**src/rtl/multicycle_ctrl.sv**
```systemverilog
// Multi-cycle control FSM for a MIPS-subset core.
// Sequences IF/ID/EX/MEM/WB, drives datapath strobes, waits on a
// variable-latency memory and counts retired instructions.
module multicycle_ctrl #(
    parameter int          CNT_W   = 16,
    parameter logic [5:0]  HALT_OP = 6'h3F
) (
    input  logic             clk,
    input  logic             reset,
    input  logic [5:0]       opcode,
    input  logic [5:0]       funct,
    input  logic             alu_zero,
    input  logic             mem_ready,
    output logic             pc_we,
    output logic [1:0]       pc_src,
    output logic             ir_we,
    output logic             mem_re,
    output logic             mem_we,
    output logic             reg_we,
    output logic             wr_addr_sel,
    output logic             mem_to_reg,
    output logic             alu_src_a,
    output logic [1:0]       alu_src_b,
    output logic [2:0]       alu_op,
    output logic [2:0]       state,
    output logic             halted,
    output logic             illegal,
    output logic [CNT_W-1:0] instr_cnt
);

    localparam logic [2:0] S_IF   = 3'd0;
    localparam logic [2:0] S_ID   = 3'd1;
    localparam logic [2:0] S_EX   = 3'd2;
    localparam logic [2:0] S_MEM  = 3'd3;
    localparam logic [2:0] S_WB   = 3'd4;
    localparam logic [2:0] S_HALT = 3'd5;

    localparam logic [5:0] OP_RTYPE = 6'h00;
    localparam logic [5:0] OP_ADDI  = 6'h08;
    localparam logic [5:0] OP_ORI   = 6'h0D;
    localparam logic [5:0] OP_LW    = 6'h23;
    localparam logic [5:0] OP_SW    = 6'h2B;
    localparam logic [5:0] OP_BEQ   = 6'h04;
    localparam logic [5:0] OP_J     = 6'h02;

    logic [2:0] next_state;
    logic [5:0] op_q;
    logic [5:0] funct_q;
    logic       cnt_inc;
    logic       id_legal;

    function automatic logic rtype_ok(input logic [5:0] f);
        return (f == 6'h20) || (f == 6'h22) || (f == 6'h24) ||
               (f == 6'h25) || (f == 6'h2A);
    endfunction

    function automatic logic [2:0] rtype_alu(input logic [5:0] f);
        case (f)
            6'h22:   return 3'b001;
            6'h24:   return 3'b010;
            6'h25:   return 3'b011;
            6'h2A:   return 3'b100;
            default: return 3'b000;
        endcase
    endfunction

    // Decode legality of the instruction presented during ID
    always_comb begin
        case (opcode)
            OP_RTYPE: id_legal = rtype_ok(funct);
            OP_ADDI, OP_ORI, OP_LW, OP_SW, OP_BEQ, OP_J: id_legal = 1'b1;
            default:  id_legal = 1'b0;
        endcase
    end

    // Next-state and datapath strobe generation; strobes masked during reset
    always_comb begin
        next_state  = state;
        cnt_inc     = 1'b0;
        pc_we       = 1'b0;
        pc_src      = 2'b00;
        ir_we       = 1'b0;
        mem_re      = 1'b0;
        mem_we      = 1'b0;
        reg_we      = 1'b0;
        wr_addr_sel = 1'b0;
        mem_to_reg  = 1'b0;
        alu_src_a   = 1'b0;
        alu_src_b   = 2'b00;
        alu_op      = 3'b000;
        halted      = 1'b0;
        case (state)
            S_IF: begin
                mem_re    = 1'b1;
                alu_src_b = 2'b01;
                if (mem_ready) begin
                    ir_we      = 1'b1;
                    pc_we      = 1'b1;
                    next_state = S_ID;
                end
            end
            S_ID: begin
                if (opcode == HALT_OP)  next_state = S_HALT;
                else if (id_legal)      next_state = S_EX;
                else                    next_state = S_HALT;
            end
            S_EX: begin
                alu_src_a  = 1'b1;
                next_state = S_IF;
                case (op_q)
                    OP_RTYPE: begin
                        alu_op     = rtype_alu(funct_q);
                        next_state = S_WB;
                    end
                    OP_ADDI: begin
                        alu_src_b  = 2'b10;
                        next_state = S_WB;
                    end
                    OP_ORI: begin
                        alu_src_b  = 2'b11;
                        alu_op     = 3'b011;
                        next_state = S_WB;
                    end
                    OP_LW, OP_SW: begin
                        alu_src_b  = 2'b10;
                        next_state = S_MEM;
                    end
                    OP_BEQ: begin
                        alu_op  = 3'b001;
                        pc_we   = alu_zero;
                        pc_src  = 2'b01;
                        cnt_inc = 1'b1;
                    end
                    OP_J: begin
                        pc_we   = 1'b1;
                        pc_src  = 2'b10;
                        cnt_inc = 1'b1;
                    end
                    default: ;
                endcase
            end
            S_MEM: begin
                if (op_q == OP_LW) mem_re = 1'b1;
                else               mem_we = 1'b1;
                if (mem_ready) begin
                    if (op_q == OP_LW) begin
                        next_state = S_WB;
                    end else begin
                        cnt_inc    = 1'b1;
                        next_state = S_IF;
                    end
                end
            end
            S_WB: begin
                reg_we      = 1'b1;
                wr_addr_sel = (op_q != OP_RTYPE);
                mem_to_reg  = (op_q == OP_LW);
                cnt_inc     = 1'b1;
                next_state  = S_IF;
            end
            S_HALT: begin
                halted = 1'b1;
            end
            default: next_state = S_IF;
        endcase
        // state already reads IF under reset, so the IF strobes must be killed here
        if (reset) begin
            pc_we   = 1'b0;
            ir_we   = 1'b0;
            mem_re  = 1'b0;
            mem_we  = 1'b0;
            reg_we  = 1'b0;
            cnt_inc = 1'b0;
        end
    end

    // State, latched instruction fields, sticky illegal flag and retire counter
    always_ff @(posedge clk or posedge reset) begin
        if (reset) begin
            state     <= S_IF;
            op_q      <= '0;
            funct_q   <= '0;
            illegal   <= 1'b0;
            instr_cnt <= '0;
        end else begin
            state <= next_state;
            if (state == S_ID) begin
                op_q    <= opcode;
                funct_q <= funct;
                if (opcode != HALT_OP && !id_legal) illegal <= 1'b1;
            end
            if (cnt_inc) instr_cnt <= instr_cnt + CNT_W'(1);
        end
    end

endmodule

```
**config.mk**
```make
export PLATFORM = sky130hd
export DESIGN_NAME = multicycle_ctrl
export DESIGN_NICKNAME = d
export VERILOG_FILES = /design/src/rtl/multicycle_ctrl.sv
export SDC_FILE = /design/constraint.sdc
export NUM_CORES = 1
export LEC_CHECK = 0
export CORE_ASPECT_RATIO = 0.75
export CORE_MARGIN = 5
export CORE_UTILIZATION = 40
export DETAILED_ROUTE_END_ITERATION = 10
export PLACE_DENSITY_LB_ADDON = 0.15
export SLEW_MARGIN = 10
export SYNTH_ARGS = -nofsm -noshare
export SYNTH_HDL_FRONTEND = slang
export SYNTH_SLANG_ARGS = --single-unit
```
**constraint.sdc**
```tcl
create_clock -name clk -period 1.8 [get_ports clk]
set_input_delay 0.36 -clock clk [delete_from_list [all_inputs] [get_ports clk]]
set_output_delay 0.36 -clock clk [all_outputs]
set_load 0.01 [all_outputs]
```
==> results.py <==
metrics = {
    "clock_tree": {
        "clock-root-buffer": "clkbuf_8",
        "cts_inserted_buffers": 5,
        "cts_tree": "done",
        "cts.sink_count": 32,
        "clk_pin_slew_ps": 70,
        "cts.htree.levels": 2,
        "cts.path.max_buffers": 2,
        "clock_latency_ps": 290,
        "postCtsHoldBufs": 0,
    },
    "critical_path": {
        "crit_chain": "or2_4 > or4_4 > nor3_4 > nand3b_1 > a21oi_2 > buf_2",
        "r2r_start": "op_q[4]",
        "critical_path.top_delay_family": "simple AND/OR/NAND/NOR gates",
        "cp_slowest_stage_delay_ps": 440,
        "critPathSlowestCell": "or4_4",
        "cp-end-kind": "output port",
        "r2r_slack_ps": -230,
        "worstPathRequired_ps": 1440,
        "ff2ff_path_depth": 8,
        "crit_path_start_kind": "flip-flop",
        "r2r_end": "instr_cnt[0]",
        "path_max_fanout": 2,
        "path_buf_inv": 1,
        "worstPathArrival_ps": 1890,
        "critPathKind": "reg -> out",
    },
    "grt": {
        "grt_pass1_wl_um": 9335,
        "antenna_found_initial": 0,
        "overflow": 0,
        "grt_max_degree": 33,
        "grt_use_total_pct": 20.25,
        "grt_pass1_vias": 1799,
    },
    "sta": {
        "holdWs_ps": 465.6,
        "period_needed_ps": 2247,
        "slew-limit-headroom_pct": 76.39,
        "fmax_mhz": 445.0,
        "setup_viol": 29,
        "period_share_pct": 124.9,
        "drv_slew": 0,
        "worst_slack_ps": -447.4,
        "rsz0062_at_grt": "true",
        "tightest_slew_ps": 344.3,
        "hold_viol_final": 0,
        "skew_ps": 5.418,
    },
    "detailed_routing": {
        "vias": 1865,
        "routed_wl_um": 5847,
        "routedWlPerCell_um": 16.75,
        "drc": 0,
        "dr.first_iter.drc_count": 119,
        "firstDrtPassIters": 4,
        "drtAntennaViolNets": 0,
        "via_per_inst": 5.344,
    },
    "die": {
        "die_area_um2": 6101,
        "row_count": 21,
        "ios": 52,
        "core_area_um2": 4467,
        "start_util_pct": 41.43,
        "die_x_um": 88.54,
        "die_h_um": 68.91,
    },
    "placed_design": {
        "dp_hpwl_um": 3858,
        "globalplace.congestion": 0.7881,
        "place_ws_ps": -579.7,
        "place_inst": 327,
        "numPortBuffers": 51,
    },
    "power_and_ir_drop": {
        "p_per_area_nw_per_um2": 1263,
        "p_leak_nw": 1.366,
        "ir_drop_uv": 815.1,
        "finalPower_w": 0.003983,
    },
    "synthesis": {
        "ys_types": 49,
        "synth_common_cells": "32 x dfrtp_1, 15 x nor2_1, 15 x xnor2_1",
        "synthTopCellsByArea": "dfrtp_1 43%, mux2_2 7.9%, xnor2_1 7.1%",
        "yosysWarnings": 0,
        "synth.avg_cell_area_um2": 10.17,
        "synthCells": 182,
        "synth_edf_count": 0,
        "synth_nets": 199,
        "yosysSeqAreaShare_pct": 43.27,
        "synthArstFlopShare_pct": 100.0,
        "synthFlopType": "dfrtp_1",
        "synth_top_area_share_pct": 43.27,
        "synth_seq_cells": 32,
        "synth_area_um2": 1851,
        "yosysMostFrequentCell": "dfrtp_1",
        "yosysTopAreaCell": "dfrtp_1",
    },
    "job": {
        "max_cap_violations": 0,
    },
    "final_layout": {
        "syn2layout_area_growth_pct": 70.45,
        "fillCellCount": 357,
        "final_util_pct": 70.62,
        "final_cells": 349,
        "layout-drive-gt1-share_pct": 48.63,
        "num_antenna_cells": 0,
        "final_nets": 308,
    },
    "hold_path": {
        "hp-class": "reg -> reg",
        "holdCritStartpoint": "instr_cnt[15]",
        "hold-path-cell-count": 1,
        "min_to": "instr_cnt[15]",
    },
    "run_status": {
        "status": "finished, violations left",
        "violations": "negative setup slack",
    },
}
[report_power, final]
group | switching (W) | total [W] | leakage, nW | internal, W
clock | 0.000281 | 0.000692 | 0.0552 | 0.000411
combinational | 0.000919 | 0.00212 | 0.917 | 0.00121
sequential | 0.000224 | 0.00117 | 0.394 | 0.000943
[how the worst max path moves through the flow]
stage | start | to | slack [ps] | cells after the start
2_1_floorplan | state[1] | instr_cnt[4] | -90 | 9
3_3_place_gp | op_q[1] | alu_op[0] | -570 | 6
3_5_place_dp | op_q[1] | alu_op[0] | -580 | 6
4_1_cts | op_q[1] | alu_op[0] | -510 | 6
5_1_grt | op_q[1] | alu_op[1] | -530 | 6
6_report | op_q[1] | alu_op[1] | -450 | 6
[layer usage]
layer,share of wire (%),vias up,track usage [%]
met1,48,908,29.46
met4,1.3,0,4.906
li1,-,888,-
met2,44,63,30.78
met5,0,-,0
met3,6.7,6,4.276
[registers in the layout, summed over array words and instances (netlist names)]
signal	cells
instr_cnt	16
op_q	6
funct_q	6
state	3
illegal	1
[placed cells by master (no fill, tap or decap), types with 8 or more instances in the layout]
cell type        instances
nand4_1                  8
clkdlybuf4s50_1         31
buf_6                   14
dfrtp_1                 31
buf_4                   46
nand2_1                  8
mux2_2                  12
buf_2                   11
nor2_1                  10
xnor2_1                 14
[repair_timing]
action	CTS	global route
buffers inserted	13	3
gates cloned	1	0
setup endpoints to repair	36	33
hold endpoints to repair	0	0
gates resized for setup	101	19
pin swaps	26	18
[worst register-to-register path, stage by stage, from the launching register on]
cell and delay, ps:
dfrtp_1 400, buf_6 140, nor2b_4 150, buf_4 130, nand4b_1 180, buf_4 210, a311o_2 430, buf_6 160
xor2_1 130
[cells by family after synthesis]
family | Yosys count | share of synthesized area, %
and+or+nand+nor | 85 | 27.18
DFF | 32 | 43.27
AOI/OAI and AO/OA | 20 | 7.979
xor gates and xnor gates | 18 | 8.520
muxes | 14 | 8.452
buffers and inverters | 12 | 3.921
adders and majority gates | 1 | 0.6760
[per-stage QoR]
stage	instance area, um2	TNS [ps]
2_1_floorplan	1897	-840.3
3_3_place_gp	2769	-11030
3_5_place_dp	2769	-11180
4_1_cts	3059	-5617
5_1_grt	3154	-8870
6_report	3154	-6162
[cell type report]
cell class,count,area (um2),share of cell area (%)
Clock buffer,6,72.57,2.301
Tap cell,57,71.32,2.261
Clock inverter,2,35.03,1.111
Inverter,4,20.02,0.6347
Sequential cell,32,802.0,25.43
Multi-Input combinational cell,139,1200,38.04
Timing Repair Buffer,109,953.4,30.23
Note: power is estimated with default switching activity, not from simulation.
